File: config.mk
export PLATFORM = sky130hd
export DESIGN_NAME = imm_encode_flat
export DESIGN_NICKNAME = d
export VERILOG_FILES = /design/src/rtl/imm_encode_if.sv /design/src/rtl/imm_encode.sv /design/src/flat_wrapper.sv
export SDC_FILE = /design/constraint.sdc
export NUM_CORES = 1
export LEC_CHECK = 0
export CAP_MARGIN = 10
export CORE_ASPECT_RATIO = 1.5
export CORE_MARGIN = 3
export CORE_UTILIZATION = 30
export CTS_BUF_LIST = sky130_fd_sc_hd__clkbuf_4 sky130_fd_sc_hd__clkbuf_8
export DETAILED_ROUTE_END_ITERATION = 7
export SYNTH_ARGS = -nofsm -noshare
export SYNTH_HDL_FRONTEND = slang
export SYNTH_SLANG_ARGS = --single-unit
export TNS_END_PERCENT = 50
File: constraint.sdc
create_clock -name clk -period 2.1 [get_ports clk]
set_clock_uncertainty 0.05 [all_clocks]
set_input_delay 0.21 -clock clk [delete_from_list [all_inputs] [get_ports clk]]
set_output_delay 0.21 -clock clk [all_outputs]
set_load 0.02 [all_outputs]
File: src/rtl/imm_encode_if.sv
// Request/response bundle for imm_encode: request side (in_*) and result side (out_*).
// valid/ready: a transfer happens on a rising edge where valid and ready are both 1; payload must be stable while valid=1.
interface imm_encode_if;
  logic        in_valid;
  logic        in_ready;
  logic [1:0]  sel;
  logic [15:0] value;
  logic [15:0] base;
  logic        out_valid;
  logic        out_ready;
  logic [15:0] out_word;
  logic        out_err;

  modport master (
    output in_valid, sel, value, base, out_ready,
    input  in_ready, out_valid, out_word, out_err
  );

  modport slave (
    input  in_valid, sel, value, base, out_ready,
    output in_ready, out_valid, out_word, out_err
  );
endinterface

File: src/rtl/imm_encode.sv
// Encodes a signed immediate into a selected field of an instruction template,
// buffers results in a 2-entry FIFO and counts out-of-range requests.
module imm_encode #(
  parameter int CNT_W = 8
) (
  input  logic             clk,
  input  logic             rst_n,
  imm_encode_if.slave      io,
  input  logic             clr_count,
  output logic [CNT_W-1:0] err_count
);

  logic [15:0] enc_word;
  logic        enc_err;
  logic [15:0] mem_word [2];
  logic        mem_err  [2];
  logic        wr_ptr;
  logic        rd_ptr;
  logic [1:0]  count;
  logic        push;
  logic        pop;

  // A value fits a W-bit signed field when value[15:W-1] are all equal.
  always_comb begin
    enc_word = io.base;
    enc_err  = 1'b0;
    case (io.sel)
      2'b00: begin
        enc_word = {io.base[15:8], io.value[3:0], io.base[3:0]};
        enc_err  = !((&io.value[15:3]) || !(|io.value[15:3]));
      end
      2'b01: begin
        enc_word = {io.base[15:4], io.value[3:0]};
        enc_err  = !((&io.value[15:3]) || !(|io.value[15:3]));
      end
      2'b10: begin
        enc_word = {io.base[15:8], io.value[7:0]};
        enc_err  = !((&io.value[15:7]) || !(|io.value[15:7]));
      end
      default: begin
        enc_word = {io.base[15:12], io.value[11:0]};
        enc_err  = !((&io.value[15:11]) || !(|io.value[15:11]));
      end
    endcase
  end

  // Readiness depends only on occupancy, so a full FIFO never pushes even when popping.
  assign io.in_ready  = (count != 2'd2);
  assign io.out_valid = (count != 2'd0);
  assign io.out_word  = io.out_valid ? mem_word[rd_ptr] : 16'h0000;
  assign io.out_err   = io.out_valid ? mem_err[rd_ptr]  : 1'b0;

  assign push = (io.in_valid === 1'b1) && io.in_ready;
  assign pop  = (io.out_ready === 1'b1) && io.out_valid;

  always_ff @(posedge clk or negedge rst_n) begin
    if (!rst_n) begin
      mem_word[0] <= 16'h0000;
      mem_word[1] <= 16'h0000;
      mem_err[0]  <= 1'b0;
      mem_err[1]  <= 1'b0;
      wr_ptr      <= 1'b0;
      rd_ptr      <= 1'b0;
      count       <= 2'd0;
    end else begin
      if (push) begin
        mem_word[wr_ptr] <= enc_word;
        mem_err[wr_ptr]  <= enc_err;
        wr_ptr           <= ~wr_ptr;
      end
      if (pop) begin
        rd_ptr <= ~rd_ptr;
      end
      count <= count + {1'b0, push} - {1'b0, pop};
    end
  end

  always_ff @(posedge clk or negedge rst_n) begin
    if (!rst_n) begin
      err_count <= '0;
    end else if (clr_count) begin
      err_count <= '0;
    end else if (push && enc_err && (err_count != {CNT_W{1'b1}})) begin
      err_count <= err_count + 1'b1;
    end
  end

endmodule

File: src/flat_wrapper.sv
// flat-port wrapper written by rule: the top's interface ports become plain ports
module imm_encode_flat 
#(
  parameter int CNT_W = 8
)
  (clk, rst_n, clr_count, err_count, io_in_valid, io_sel, io_value, io_base, io_out_ready, io_in_ready, io_out_valid, io_out_word, io_out_err);
  imm_encode_if io_i ();
  input  logic clk;
  input  logic rst_n;
  input  logic clr_count;
  output logic [CNT_W-1:0] err_count;
  input wire logic [$bits(io_i.in_valid)-1:0] io_in_valid;
  input wire logic [$bits(io_i.sel)-1:0] io_sel;
  input wire logic [$bits(io_i.value)-1:0] io_value;
  input wire logic [$bits(io_i.base)-1:0] io_base;
  input wire logic [$bits(io_i.out_ready)-1:0] io_out_ready;
  output wire logic [$bits(io_i.in_ready)-1:0] io_in_ready;
  output wire logic [$bits(io_i.out_valid)-1:0] io_out_valid;
  output wire logic [$bits(io_i.out_word)-1:0] io_out_word;
  output wire logic [$bits(io_i.out_err)-1:0] io_out_err;
  assign io_i.in_valid = io_in_valid;
  assign io_i.sel = io_sel;
  assign io_i.value = io_value;
  assign io_i.base = io_base;
  assign io_i.out_ready = io_out_ready;
  assign io_in_ready = io_i.in_ready;
  assign io_out_valid = io_i.out_valid;
  assign io_out_word = io_i.out_word;
  assign io_out_err = io_i.out_err;
  imm_encode #(.CNT_W(CNT_W)) u_core (.clk(clk), .rst_n(rst_n), .io(io_i), .clr_count(clr_count), .err_count(err_count));
endmodule
==> summary.txt, run 1 <==
STA
  • RSZ-0062 raised after global routing: no
  • Slew Limit Fails: 0
  • Max Clk Rate: 493 MHz
  • Slew @ Worst Pin: 591 ps
  • Final Hold Vio Count: 0
  • Final Cycle Share: 0.966
  • Tmin final: 2030 ps
  • Worst hold margin: around 430 ps
  • Setup violators final: 0
  • Max-slew headroom: 0.606

Clocking
  • Clock latency on the worst-skew pair: 300 ps
  • CTS buffer count: 5
  • Clock Path Buffers: 2
  • Post-CTS setup buffers: 0
  • H-tree levels: 2
  • Clock Sinks: 46
  • Clock transition at path regs: 80 ps
  • Root Buffer Master: clkbuf_8
  • TritonCTS clock tree: done

Final layout
  • Share of cells above drive strength 1: 0.114
  • # diodes: 0
  • Layout area overhead: 36.8%
  • NumNets Final: 366
  • Fin util: 0.430

Min path
  • Min-delay worst type: reg -> reg
  • Hold path startpoint: u_core.mem_word[31]

Worst setup path
  • Data arrival time of the critical path: 1770 ps
  • Worst Path Required: 1840 ps
  • Critical path, cell by cell: buf_8 > mux2i_1 > nor2_1 > clkdlybuf4s50_1
  • Startpoint type of the worst setup path: register
  • Worst Setup SP: u_core.rd_ptr
  • Setup CP Type: reg -> out
  • CP Capture Type: output pin
  • RR Startpoint: u_core.err_count[0]
  • Slowest stage cell, crit path: clkdlybuf4s50_1
  • Critical Path Max Stage Delay: 630 ps
  • Critical Path Fanout Max: 18

Routing
  • Pre-antenna DRT Iters: 4
  • Total number of vias: a little under 2000
  • Total Wirelength: 5850 um
  • DR iter-0 viols: 76
  • Wire per inst: 13.7 um
  • DR vias/cell: 4.63
  • Routed Antenna Nets: 0
  • Residual DRC: 0

Logic synthesis
  • Register area share after synthesis: 0.472
  • Syn nets: 296
  • Yosys warning count: 0
  • Top_reg_cell synth: dfrtp_1
  • Syn Std Cell Area: between 2000 and 2500 sq um
  • Cells after synthesis: 254
  • Yosys top cell area share: 0.472
  • Post-synth ARST share: 1.00
  • Flops & latches, synth: 46
  • Yosys cell types: 36
  • Dominant cell type by area after synthesis: dfrtp_1
  • Avg Inst Size Synth: 9.60 sq um
  • Largest cells by area after synthesis: dfrtp_1, mux2i_1, nand2_1, o21ai_0, nor2_1
  • Post-synth EDFFs: 0

Floorplanning
  • Die X: 79.6 um
  • Die Y: 116 um
  • Initial core utilization: 0.314
  • FP Rows: 39
  • Die area: 9260 sq um
  • Core Area: 7760 sq um
  • I/O pin count: 66

Global routing
  • GRT Util Overall: 0.135
  • Vias in the first global route: 2026
  • Initial antenna violation count: 0
  • First-pass GRT wire length: 9770 um
  • Largest net degree at the start of global routing: 47
  • GRT Residual Overflow: 0

Status
  • Status: completed

Pwr
  • Leakage: 1.52 nW
  • Switching pwr: roughly 0.0016 W
  • Pint: 0.00253 W
  • Share of power burned in registers: 0.350
  • Sw frac: 0.388
  • Total power: 0.00414 W
  • Peak VDD IR: 581 uV
  • Comb pwr share: 0.515
  • Pwr/cell area: 1240 nW/um^2
  • Clock network power share: 0.135

Placement
  • IO Port Bufs: 65
  • Gpl congestion: 0.769
  • Dpl hpwl: ~4400 um

Run
  • Max cap viols: 0
[per-stage QoR]
| stage | setup TNS (ps) | instance area [sq um] | instances | worst slack (ps) |
|---|---|---|---|---|
| floorplan | 0 | 2440 | 254 | 310 |
| global placement | 0 | 3210 | 418 | 24.7 |
| detailed placement | -48.4 | 3210 | 418 | -20.7 |
| CTS | 0 | 3320 | 427 | 52.6 |
| global route | 0 | 3330 | 427 | 9.65 |
| finish | 0 | 3330 | 427 | 72.4 |
[critical path, delay by kind of cell, from the launching register on]
family	cells	cell delay [ps]
and+or+nand+nor	1	140
muxes	1	130
buffers and inverters	2	810
DFF	1	390
[routing by layer]
metal  GRT usage  routed length, um  vias up  share of wire
met1       0.158               2410      932           0.41
met2       0.250               3210       30           0.55
met3      0.0239                157        6          0.027
li1            -                  -     1008              -
met4      0.0378                 71        0          0.012
met5           0                  0        -              0
[cells in the mapped netlist (4+ instances only)]
| master | count |
|---|---|
| mux2_2 | 4 |
| clkbuf_1 | 7 |
| dfrtp_1 | 46 |
| nor2b_1 | 4 |
| buf_2 | 4 |
| nor2_1 | 30 |
| o21ai_0 | 28 |
| nand3_1 | 4 |
| mux2i_1 | 30 |
| a21oi_1 | 8 |
| or3_1 | 4 |
| inv_1 | 4 |
| nand2_1 | 45 |
[power groups by stage]
stage / clock (W) / combinational (W) / sequential [W]
2_1_floorplan: 0 / 0.00131 / 0.00142
3_3_place_gp: 0 / 0.00214 / 0.00144
3_5_place_dp: 0 / 0.00216 / 0.00146
4_1_cts: 0.000579 / 0.00218 / 0.00144
5_1_grt: 0.000628 / 0.00238 / 0.00149
6_report: 0.000559 / 0.00213 / 0.00145
[layout make-up]
cell class / count / area (sq um)
fill: 763 / 4430
sequential: 46 / 1150
inverter: 4 / 15.0
clock inverter: 1 / 5.00
multi-input combinational: 190 / 1190
tap: 102 / 128
timing repair buffer: 77 / 751
clock buffer: 7 / 90.1
[registers in the layout (all words and copies together) (netlist names)]
register          flops
u_core.count          2
u_core.err_count      8
u_core.mem_err        2
u_core.mem_word      32
u_core.rd_ptr         1
u_core.wr_ptr         1
[final timing paths]
path                                       end  slack [ps]  cells after the start
max                            io_out_word[10]          70                      4
min                        u_core.mem_word[31]         430                      2
max reg2reg                u_core.err_count[7]         280                      5
min reg2reg                u_core.mem_word[31]         430                      2
min in group asynchronous      u_core.count[0]         480                      3
max in group asynchronous  u_core.mem_word[24]        1110                      3
[cell families after synthesis]
kind of cell,Yosys count,share of synthesized area
AND/OR/NAND/NOR,105,0.202
adder cells (fa/ha/maj),3,0.0154
buffers and inverters,18,0.0390
XOR/XNOR,3,0.0108
flip-flops,46,0.472
AO/OA/AOI/OAI,42,0.103
multiplexers,37,0.157
[what timing repair did]
action,4_1_cts,5_1_grt
cloned,0,0
hold endpoints to repair,46,0
gates resized for setup,1,4
setup endpoints to repair,2,15
hold buffers,1,0
[cell usage in the layout, fill, tap and decap left out, types with 6 or more instances in the layout]
master | Yosys | final
clkdlybuf4s50_1 | 0 | 62
clkbuf_8 | 0 | 6
o21ai_0 | 28 | 28
dfrtp_1 | 46 | 46
buf_4 | 0 | 10
nand2_1 | 45 | 45
mux2i_1 | 30 | 30
a21oi_1 | 8 | 8
nor2_1 | 30 | 29
Power figures use the tool's default switching activity.
==> run 2: changes to the inputs <==
--- a/config.mk
+++ b/config.mk
@@ -11,6 +11,8 @@
 export CORE_UTILIZATION = 30
 export CTS_BUF_LIST = sky130_fd_sc_hd__clkbuf_4 sky130_fd_sc_hd__clkbuf_8
 export DETAILED_ROUTE_END_ITERATION = 7
+export MAX_ROUTING_LAYER = met4
+export PLACE_DENSITY = 0.5
 export SYNTH_ARGS = -nofsm -noshare
 export SYNTH_HDL_FRONTEND = slang
 export SYNTH_SLANG_ARGS = --single-unit
==> summary.txt, run 2 (same netlist as run 1, synthesis figures left out) <==
Pwr
  • Pwr/cell area: 1240 nW/um^2
  • Peak VDD IR: 551 uV
  • Total power: 0.00418 W
  • Leakage: 1.61 nW

STA
  • Setup violators final: 0
  • Slew Limit Fails: 0
  • RSZ-0062 raised after global routing: no
  • Max-slew headroom: 0.625
  • Slew @ Worst Pin: 562 ps
  • Max Clk Rate: 502 MHz
  • Tmin final: roughly 2000 ps
  • Final Hold Vio Count: 0
  • Final Cycle Share: 0.948
  • TNS Setup: 0 ps

Final layout
  • Most common cell after layout, fill and taps aside: clkdlybuf4s50_1
  • Largest reg by FF count: u_core.mem_word
  • Largest regs: u_core.mem_word (32), u_core.err_count (8)
  • NumNets Final: between 300 and 400
  • Share of cells above drive strength 1: 0.117
  • Most frequent cells in the layout: clkdlybuf4s50_1, nand2_1, dfrtp_1
  • Max reg flops: 32
  • Cell Count, Final, Fillers Out: 428
  • Final Cell Area: 3370 sq um
  • Layout area overhead: 38.4%
  • # diodes: 0

Worst setup path
  • Critical path, cell by cell: nor2_1 > buf_12 > nor2_1 > clkdlybuf4s50_1
  • Setup CP Type: reg -> out
  • Crit-path most repeated cell: nor2_1
  • Slowest stage cell, crit path: clkdlybuf4s50_1
  • Critical Path Max Stage Delay: 630 ps
  • Startpoint type of the worst setup path: register
  • Critical Path Fanout Max: 19
  • Family with the most delay on the worst path: buffers and inverters
  • Data arrival time of the critical path: 1730 ps
  • CP Capture Type: output pin
  • Buf/Inv on CP: 2
  • Worst Path Required: 1840 ps

Clocking
  • Root Buffer Master: clkbuf_8
  • Clock transition at path regs: 90 ps
  • TritonCTS clock tree: done
  • Clock Sinks: 46
  • Clock Path Buffers: 2
  • CTS buffer count: 5
  • Clock latency on the worst-skew pair: 300 ps
  • H-tree levels: 2
  • Post-CTS setup buffers: 0

Placement
  • Area after DPL: 3250 sq um
  • Placed Cells: roughly 420
  • Gpl congestion: 0.777
  • IO Port Bufs: 65
  • Dpl hpwl: 4780 um

Routing
  • Pre-antenna DRT Iters: 4
  • DR iter-0 viols: 45
  • Total Wirelength: 6190 um
  • Residual DRC: 0
  • DR vias/cell: around 4.7
  • Routed Antenna Nets: 0
  • Total number of vias: 2005
  • Wire per inst: around 14 um

Floorplanning
  • Die X: 79.6 um
  • I/O pin count: 66
  • Initial core utilization: 0.314
  • Die area: 9260 sq um
  • FP Rows: 39
  • Die Y: 116 um
  • Core Area: 7760 sq um

Global routing
  • Largest net degree at the start of global routing: 32
  • First-pass GRT wire length: 10400 um
  • Vias in the first global route: about 2100
  • GRT Residual Overflow: 0
  • Initial antenna violation count: 0
  • GRT Util Overall: 0.151

Min path
  • Min-delay worst type: in -> async

Run
  • Max cap viols: 0

Status
  • Status: completed
-- run 2: worst register-to-register path, stage by stage, from the launching register on --
cell and delay, ps:
dfrtp_1 460, ha_1 270, nand3_1 110, o211a_1 250, nor4b_2 240, mux2_1 340
-- run 2: final cells by class --
class / count / area, sq um
fill: 789 / 4390
multi-input combinational: 190 / 1190
sequential: 46 / 1150
timing repair buffer: 78 / 773
tap: 102 / 128
clock buffer: 6 / 76.3
clock inverter: 2 / 37.5
inverter: 4 / 15.0
-- run 2: timing repair --
item                                    CTS  global route
pin swaps                                 0             0
gates resized for setup                   9             5
endpoints found under the setup margin   13             5
endpoints found under the hold margin    22             0
hold buffers                              1             0
-- run 2: worst paths after layout --
| kind | endpoint | cells past startpoint | slack, ps | from |
|---|---|---|---|---|
| max reg2reg | u_core.err_count[7] | 5 | 270 | u_core.err_count[0] |
| max in group asynchronous | u_core.rd_ptr | 3 | 1090 | rst_n |
| min in group clk | u_core.mem_word[29] | 3 | 410 | io_base[13] |
| min reg2reg | u_core.mem_word[29] | 2 | 430 | u_core.mem_word[29] |
| min | u_core.count[0] | 2 | 370 | rst_n |
| max | io_out_word[9] | 4 | 110 | u_core.count[1] |
-- run 2: through the flow --
| step | hold slack (ps) | util | worst slack, ps |
|---|---|---|---|
| 2_1_floorplan | -136 | - | 310 |
| 3_3_place_gp | 187 | 0.418 | 2.30 |
| 3_5_place_dp | 186 | 0.418 | -44.7 |
| 4_1_cts | 388 | 0.433 | 4.54 |
| 5_1_grt | 427 | 0.435 | 15.2 |
| 6_report | 375 | 0.435 | 110 |
-- run 2: routing by layer --
layer | vias up | global-route usage | wire (um)
li1 | 1006 | - | -
met1 | 957 | 0.166 | 2450
met2 | 32 | 0.272 | 3460
met3 | 10 | 0.0239 | 143
met4 | 0 | 0.0550 | 127
met5 | - | - | 0
-- run 2: power by group --
group          total (W)  switching (W)  leakage, nW  internal, W
Combinational    0.00204        0.00111        0.975     0.000934
Sequential       0.00147       0.000216        0.577      0.00125
Clock           0.000670       0.000302       0.0548     0.000368
==> run 3: changes to the inputs <==
==> constraint.sdc (replaced) <==
create_clock -name clk -period 2.1 [get_ports clk]
set_clock_uncertainty 0.05 [all_clocks]
set_input_delay 0.315 -clock clk [delete_from_list [all_inputs] [get_ports clk]]
set_output_delay 0.315 -clock clk [all_outputs]
set_load 0.02 [all_outputs]
==> summary.txt, run 3 (same netlist as run 1, synthesis figures left out) <==
Pwr
  • Leakage: ~1.6 nW
  • Comb pwr share: 0.500
  • Clock network power share: 0.140
  • Switching pwr: 0.00165 W
  • Peak VDD IR: roughly 460 uV
  • Pint: 0.00236 W
  • Pwr/cell area: 1190 nW/um^2
  • Sw frac: 0.412
  • Share of power burned in registers: 0.361

Placement
  • Dpl hpwl: around 5000 um
  • Pre-CTS setup slack: -28.6 ps
  • IO Port Bufs: 65
  • Gpl congestion: 0.786

Clocking
  • Clock latency on the worst-skew pair: 300 ps
  • CTS buffer count: 5
  • Post-CTS setup buffers: 0
  • TritonCTS clock tree: done
  • H-tree levels: 2
  • Clock Path Buffers: 2
  • Root Buffer Master: clkbuf_8
  • Clock transition at path regs: 90 ps
  • Clock Sinks: between 40 and 50

Floorplanning
  • FP Rows: 39
  • Die area: 9260 sq um
  • Initial core utilization: 0.314
  • I/O pin count: 66
  • Die X: 79.6 um
  • Core Area: 7760 sq um
  • Die Y: 116 um

Worst setup path
  • RR Startpoint: u_core.err_count[0]
  • Worst Path Required: 1740 ps
  • CP Capture Type: output pin
  • Reg-to-Reg End: u_core.err_count[6]
  • Worst Setup SP: u_core.count[1]
  • Setup slack, reg-to-reg: 260 ps
  • Data arrival time of the critical path: roughly 1600 ps
  • Startpoint type of the worst setup path: register
  • Cell count of the worst reg-to-reg path: 6
  • Critical Path Fanout Max: 4
  • Setup CP Type: reg -> out

STA
  • Slew @ Worst Pin: between 500 and 600 ps
  • Final setup margin: 189 ps
  • Max-slew headroom: 0.621
  • RSZ-0062 raised after global routing: no
  • TNS Setup: 0 ps
  • Tmin final: 1910 ps
  • Final Cycle Share: 0.910
  • Max Clk Rate: around 520 MHz
  • Setup violators final: 0
  • Worst hold margin: 384 ps
  • Slew Limit Fails: 0
  • Final Hold Vio Count: 0

Routing
  • Total Wirelength: 6280 um
  • DR vias/cell: 4.66
  • Routed Antenna Nets: 0
  • Residual DRC: 0
  • Pre-antenna DRT Iters: 4
  • Wire per inst: 14.4 um
  • DR iter-0 viols: 62
  • Total number of vias: 2026

Final layout
  • # fillers: 803
  • Layout area overhead: 38.3%
  • NumNets Final: 374
  • Largest regs: u_core.mem_word (32), u_core.err_count (8)
  • Max reg flops: 32
  • Share of cells above drive strength 1: 0.135
  • Largest reg by FF count: u_core.mem_word
  • # diodes: 0
  • Most frequent cells in the layout: clkdlybuf4s50_1, dfrtp_1, nand2_1

Global routing
  • Initial antenna violation count: 0
  • First-pass GRT wire length: 10500 um
  • GRT Residual Overflow: 0
  • Vias in the first global route: between 2000 and 2500
  • GRT Util Overall: 0.152
  • Largest net degree at the start of global routing: 32

Status
  • Status: completed

Run
  • Max cap viols: 0

Min path
  • Min-delay worst type: in -> async
-- run 3: changes by cell type in the layout (fill, tap and decap cells not counted), moves of 2 or more --
| cell | before | now |
|---|---|---|
| buf_4 | 10 | 18 |
| dlygate4sd2_1 | 8 | 15 |
| clkdlybuf4s50_1 | 51 | 46 |
| buf_12 | 2 | 0 |
| dlymetal6s2s_1 | 5 | 3 |
-- run 3: worst max path at each step --
stage / endpoint / slack (ps) / cells past startpoint
2_1_floorplan: u_core.count[1] / 310 / 7
3_3_place_gp: u_core.err_count[7] / -30 / 6
3_5_place_dp: u_core.err_count[4] / -30 / 7
4_1_cts: io_out_word[3] / 9 / 4
5_1_grt: io_in_ready / 110 / 2
6_report: io_in_ready / 190 / 2
-- run 3: layout make-up --
class | instances | area (sq um) | area share
clock inverter | 3 | 23.8 | 0.00705
inverter | 4 | 15.0 | 0.00445
multi-input combinational | 190 | 1190 | 0.354
clock buffer | 5 | 68.8 | 0.0204
timing repair buffer | 85 | 791 | 0.235
sequential | 46 | 1150 | 0.341
tap | 102 | 128 | 0.0379
-- run 3: metal layers --
layer	global-route usage	vias up	wire [um]
li1	-	1024	-
met1	0.157	965	2410
met2	0.290	32	3640
met3	0.0278	5	171
met4	0.0378	0	62
met5	-	-	0
-- run 3: power by group through the flow --
stage	logic, W	registers (W)	clock network [W]
6_report	0.00201	0.00145	0.000561
5_1_grt	0.00225	0.00150	0.000624
4_1_cts	0.00207	0.00145	0.000588
3_5_place_dp	0.00221	0.00147	0
3_3_place_gp	0.00219	0.00146	0
2_1_floorplan	0.00131	0.00142	0
-- run 3: metrics by stage --
stage	util	instance area, sq um	total power, W	instances
5_1_grt	0.434	3370	0.00438	435
3_3_place_gp	0.422	3270	0.00364	426
2_1_floorplan	-	2440	0.00273	254
4_1_cts	0.433	3360	0.00411	435
6_report	0.434	3370	0.00402	435
3_5_place_dp	0.422	3270	0.00368	426
-- run 3: repair_timing --
item                       in CTS  in global routing
setup endpoints to repair      18                  3
gates resized for setup        17                  3
hold endpoints to repair       12                  0
hold buffers                    1                  0
-- run 3: critical path, stage by stage, from the launching register on --
cell	delay [ps]
dfrtp_1	430
nand2b_1	180
clkdlybuf4s50_1	630
==> RTL change 1, RTL diff (flow settings as in run 3) <==
`CNT_W` is set to 8 in 2 places; all go to 12.
--- a/src/rtl/imm_encode.sv
+++ b/src/rtl/imm_encode.sv
@@ -1,7 +1,7 @@
 // Encodes a signed immediate into a selected field of an instruction template,
 // buffers results in a 2-entry FIFO and counts out-of-range requests.
 module imm_encode #(
-  parameter int CNT_W = 8
+  parameter int CNT_W = 12
 ) (
   input  logic             clk,
   input  logic             rst_n,
--- a/src/flat_wrapper.sv
+++ b/src/flat_wrapper.sv
@@ -1,7 +1,7 @@
 // flat-port wrapper written by rule: the top's interface ports become plain ports
 module imm_encode_flat 
 #(
-  parameter int CNT_W = 8
+  parameter int CNT_W = 12
 )
   (clk, rst_n, clr_count, err_count, io_in_valid, io_sel, io_value, io_base, io_out_ready, io_in_ready, io_out_valid, io_out_word, io_out_err);
   imm_encode_if io_i ();
Interface: changed (resized err_count); port bits go from 66 to 70. The function was not compared with the original's and may differ.
==> RTL change 1 against run 3 <==
Maximum frequency shrank 5.3%; wire length grew 10%; sequential power grew 4%; setup slack lost 110 ps; sequential cell count grew 4; die area grew 8.2%; final area grew 11%; clock power grew 3%; power grew 5.2%; area after synthesis grew 8.8%; critical path type is now primary input to register; critical endpoint is now u_core.err_count[3]; largest cell class unchanged; highest routed layer unchanged.
==> RTL change 1: results (changes against run 3) <==
IO buf count - 69 (+6.2%)
GR met3 Demand/Resource - 2.67% (-0.10 points)
WL met3 - 191 µm (+12%)
Hold WS - 311 ps (-72.3 ps)
fillers - 888 (+11%)
leading registers by flop count - u_core.mem_word x32, u_core.err_count x12
mux cell area share after synthesis - 15.1% (-0.56 points)
worst setup path startpoint - io_value[3]
Switching Fraction - 40.3% (-0.87 points)
drt initial violations - 68 (+9.7%)
Clk power - 0.000580 W (+3%)
syn avg cell area - 9.54 µm² (-0.61%)
dpl ws - -271 ps (-242 ps)
Post-Route WL - 6910 µm (+10%)
CTS clock-pin slew for the worst setup and hold paths - 90 ps (about the same)
GP Congestion - 0.860 (+9.4%)
# placed instances - 468 (+9.9%)
M1 GR Usage - 16.8% (+1.1 points)
largest net degree at the start of global routing - 45 (+41%)
setup slack, reg-to-reg - 210 ps (-50 ps)
Total Routing Usage GR - 15.0% (-0.18 points)
first-pass GRT wire length - 11100 µm (+5.8%)
Metal-1 WL - 2780 µm (+16%)
Wirelength per Cell - 14.5 µm (+0.28%)
grt met2 use - 26.6% (-2.4 points)
dpl cell area - 3650 µm² (+12%)
maximum fanout count along the critical path - 11 (+7)
Ys Warns - 0 (unchanged)
maximum vdd drop - 0.505 mV (+11%)
met2 wire length - 3810 µm (+4.7%)
share of cells above drive strength 1 - 13.2% (-0.27 points)
synth cell count leaders - 50 x dfrtp_1, 47 x nand2_1, 33 x nor2_1, 30 x mux2i_1, 26 x o21ai_0
routed via count - 2269 (+12%)
Critical Path AT - 2210 ps (+660 ps)
Final HPWL DP - 5250 µm (+5.5%)
Final WS setup - 82.4 ps (-107 ps)
Combinational Power - 0.00213 W (+6%)
worst-margin pin slew - 502 ps (-66.5 ps)
Post-Synth XOR/XNOR Area - 0.991% (-0.087 points)
Area contributors post-synth - dfrtp_1 47%, mux2i_1 11%, nand2_1 6.7%
adder-cell share of the synthesized area - 1.42% (-0.12 points)
leakage power - 1.79 nW (+12%)
CP endpoint - u_core.err_count[3]
combinational share of power - 50.4% (+0.4 points)
Synth Area in Compound Gates - 11.2% (+0.91 points)
Reg area - 1250 µm² (+8.7%)
post-synthesis sequential area ratio - 47.2% (about the same)
worst flop-to-flop path startpoint - u_core.err_count[1]
status - complete, no violations
Final nets - 411 (+9.9%)
==> RTL change 1: changes by cell type in the layout (fill, tap and decap cells not counted), moves of 3 or more <==
cell / run 3 / this run
nor4_1: 0 / 4
buf_12: 0 / 3
nor2_1: 29 / 32
clkdlybuf4s50_1: 46 / 50
dfrtp_1: 46 / 50
buf_4: 18 / 25
or4_1: 0 / 6
o31ai_1: 0 / 6
==> RTL change 1: area by class of cell <==
| type | count | area share, % |
|---|---|---|
| Tap cell | 107 | 3.57 |
| Timing Repair Buffer | 99 | 25.3 |
| Sequential cell | 50 | 33.3 |
| Inverter | 6 | 0.600 |
| Multi-Input combinational cell | 207 | 34.8 |
| Clock inverter | 3 | 0.567 |
| Clock buffer | 5 | 1.83 |
==> RTL change 1: worst max-delay path, cell delays in order <==
cell and delay [ps]:
clkdlybuf4s50_1 530, nor4_1 80, o211ai_1 260, a32oi_4 160, buf_4 210, or4_1 490
a21oi_1 150
==> RTL change 2, RTL diff (settings of run 3) <==
Without the edit above. Make the reset (`rst_n`) synchronous in 2 clocked blocks.
--- a/src/rtl/imm_encode.sv
+++ b/src/rtl/imm_encode.sv
@@ -53,7 +53,7 @@
   assign push = (io.in_valid === 1'b1) && io.in_ready;
   assign pop  = (io.out_ready === 1'b1) && io.out_valid;
 
-  always_ff @(posedge clk or negedge rst_n) begin
+  always_ff @(posedge clk) begin
     if (!rst_n) begin
       mem_word[0] <= 16'h0000;
       mem_word[1] <= 16'h0000;
@@ -75,7 +75,7 @@
     end
   end
 
-  always_ff @(posedge clk or negedge rst_n) begin
+  always_ff @(posedge clk) begin
     if (!rst_n) begin
       err_count <= '0;
     end else if (clr_count) begin
Formal check against the unedited RTL: differs if rst_n is asserted again (counterexample within 4 cycles, from zero or initial values and one cycle with rst_n low); with rst_n held inactive, the same outputs for 10 cycles.
==> RTL change 2 against run 3 <==
Utilization is 2.8 points higher; critical path type unchanged; wire length is 0.88% lower; sequential power shrank 17%; sequential cell count up 1; sequential share of layout area increased by 2.6 points; count of clock-buffer cells in the layout rose by 2; area after synthesis down 3.6%; final cell count is 4.4% lower; largest power group unchanged; critical path depth is 2 higher; setup slack got worse by 77 ps; power shrank 23%; final area increased by 1.8%.
==> RTL change 2: results (changes against run 3) <==
n_diodes - 0 (unchanged)
initial antenna violation count - 0 (unchanged)
Synth Net Count - 273 (-7.8%)
fillers - 741 (-7.7%)
vias in the first global route - 2097 (-2.1%)
maximum vdd drop - 0.534 mV (+17%)
Final HPWL DP - 4460 µm (-10%)
DR pass1 iterations - 4 (unchanged)
top_reg_cell synth - edfxtp_1
leakage power - 1.51 nW (-6.0%)
Switching Fraction - 32.5% (-8.7 points)
slowest CP cell - clkdlybuf4s50_1
asr flop ratio synth - 0% (-100 points)
setup slack, reg-to-reg - 150 ps (-110 ps)
total CTS buffers - 5 (unchanged)
post-synth cell types - 36 (unchanged)
dpl ws - -27.7 ps (+0.886 ps)
maximum fanout count along the critical path - 19 (+15)
Ys Warns - 0 (unchanged)
Critical Path AT - 1620 ps (+70 ps)
Synth Area in Compound Gates - 6.82% (-3.5 points)
clock power share - 21.6% (+7.6 points)
Post-synth EDFFs - 32 (+32)
post-synthesis sequential area ratio - 53.7% (+6.5 points)
Clock Path Buffers - 2 (unchanged)
clk_lat worst skew - 290 ps
Final nets - 357 (-4.5%)
Wirelength per Cell - 15.0 µm (+3.7%)
GP Congestion - 0.824 (+4.7%)
synth cell count leaders - 58 x nor2_1, 32 x edfxtp_1, 29 x mux2i_1, 15 x dfxtp_1, 12 x a21oi_1
worst-margin pin slew - 338 ps (-231 ps)
CP peak stage delay - 590 ps (-40 ps)
post_cts resized - 6 (-11)
Area contributors post-synth - edfxtp_1 41%, dfxtp_1 13%, mux2i_1 12%
drt initial violations - 102 (+65%)
CP delay by family, top - buffers and inverters
Total Routing Usage GR - 15.0% (-0.15 points)
mux cell area share after synthesis - 12.4% (-3.3 points)
pwr/cell area - 904 nW/µm² (-24%)
leading registers by flop count - u_core.mem_word x32, u_core.err_count x8
CTS clock-pin slew for the worst setup and hold paths - 90 ps (about the same)
Post-CTS Setup Bufs - 0 (unchanged)
largest net degree at the start of global routing - 20 (-38%)
status - complete, no violations
adder-cell share of the synthesized area - 1.60% (+0.058 points)
Combinational Power - 0.00123 W (-39%)
HP Class - register to register
Via density - 4.78 (+2.6%)
first-pass GRT wire length - 10000 µm (-4.3%)
Post-Synth XOR/XNOR Area - 1.49% (+0.41 points)
fmax - 503 MHz (-3.9%)
share of cells above drive strength 1 - 10.8% (-2.8 points)
RTL change 2: final cells by class:
class / instances / area share [%]
inverters: 9 / 0.985
clock inverters: 1 / 0.875
multi-input cells: 163 / 29.0
well taps: 100 / 3.65
flip-flops and latches: 47 / 36.8
repair buffers: 89 / 26.3
clock buffers: 7 / 2.44
RTL change 2: logic make-up (layout without fill, tap and decap cells):
| kind of cell | Yosys count | after routing |
|---|---|---|
| adders and majority gates | 3 | 3 |
| buffers and inverters | 21 | 106 |
| and+or+nand+nor | 101 | 101 |
| muxes | 29 | 29 |
| xor gates and xnor gates | 4 | 4 |
| DFF | 47 | 47 |
| AOI/OAI and AO/OA | 26 | 26 |
RTL change 2: metal layers:
metal / track usage (%) / vias up / wire length (µm)
met5: - / - / 0
met4: 6.18 / 0 / 116
met3: 3.31 / 10 / 285
met2: 27.2 / 62 / 3400
met1: 15.5 / 931 / 2430
li1: - / 985 / -
RTL change 2: tightest hold or removal path: cells and delay by family, from the launching register on:
kind / cells / cell delay, ps
AOI/OAI and AO/OA: 1 / 70
DFF: 1 / 320
buffers and inverters: 1 / 50
RTL change 2: path summary, 6_finish.rpt:
check                                    startpoint  cells past startpoint                   to
worst max-delay path                u_core.count[1]                      4         io_out_valid
worst min-delay path              u_core.mem_err[0]                      2    u_core.mem_err[0]
worst max register to register  u_core.err_count[0]                      7  u_core.err_count[5]
worst min register to register    u_core.mem_err[0]                      2    u_core.mem_err[0]
RTL change 2: through the flow:
stage | instance area, µm² | cells | hold WS [ps]
floorplan | 2350 | 231 | 401
global placement | 3300 | 408 | 407
detailed placement | 3300 | 408 | 421
CTS | 3400 | 416 | 434
global route | 3430 | 416 | 481
finish | 3430 | 416 | 433
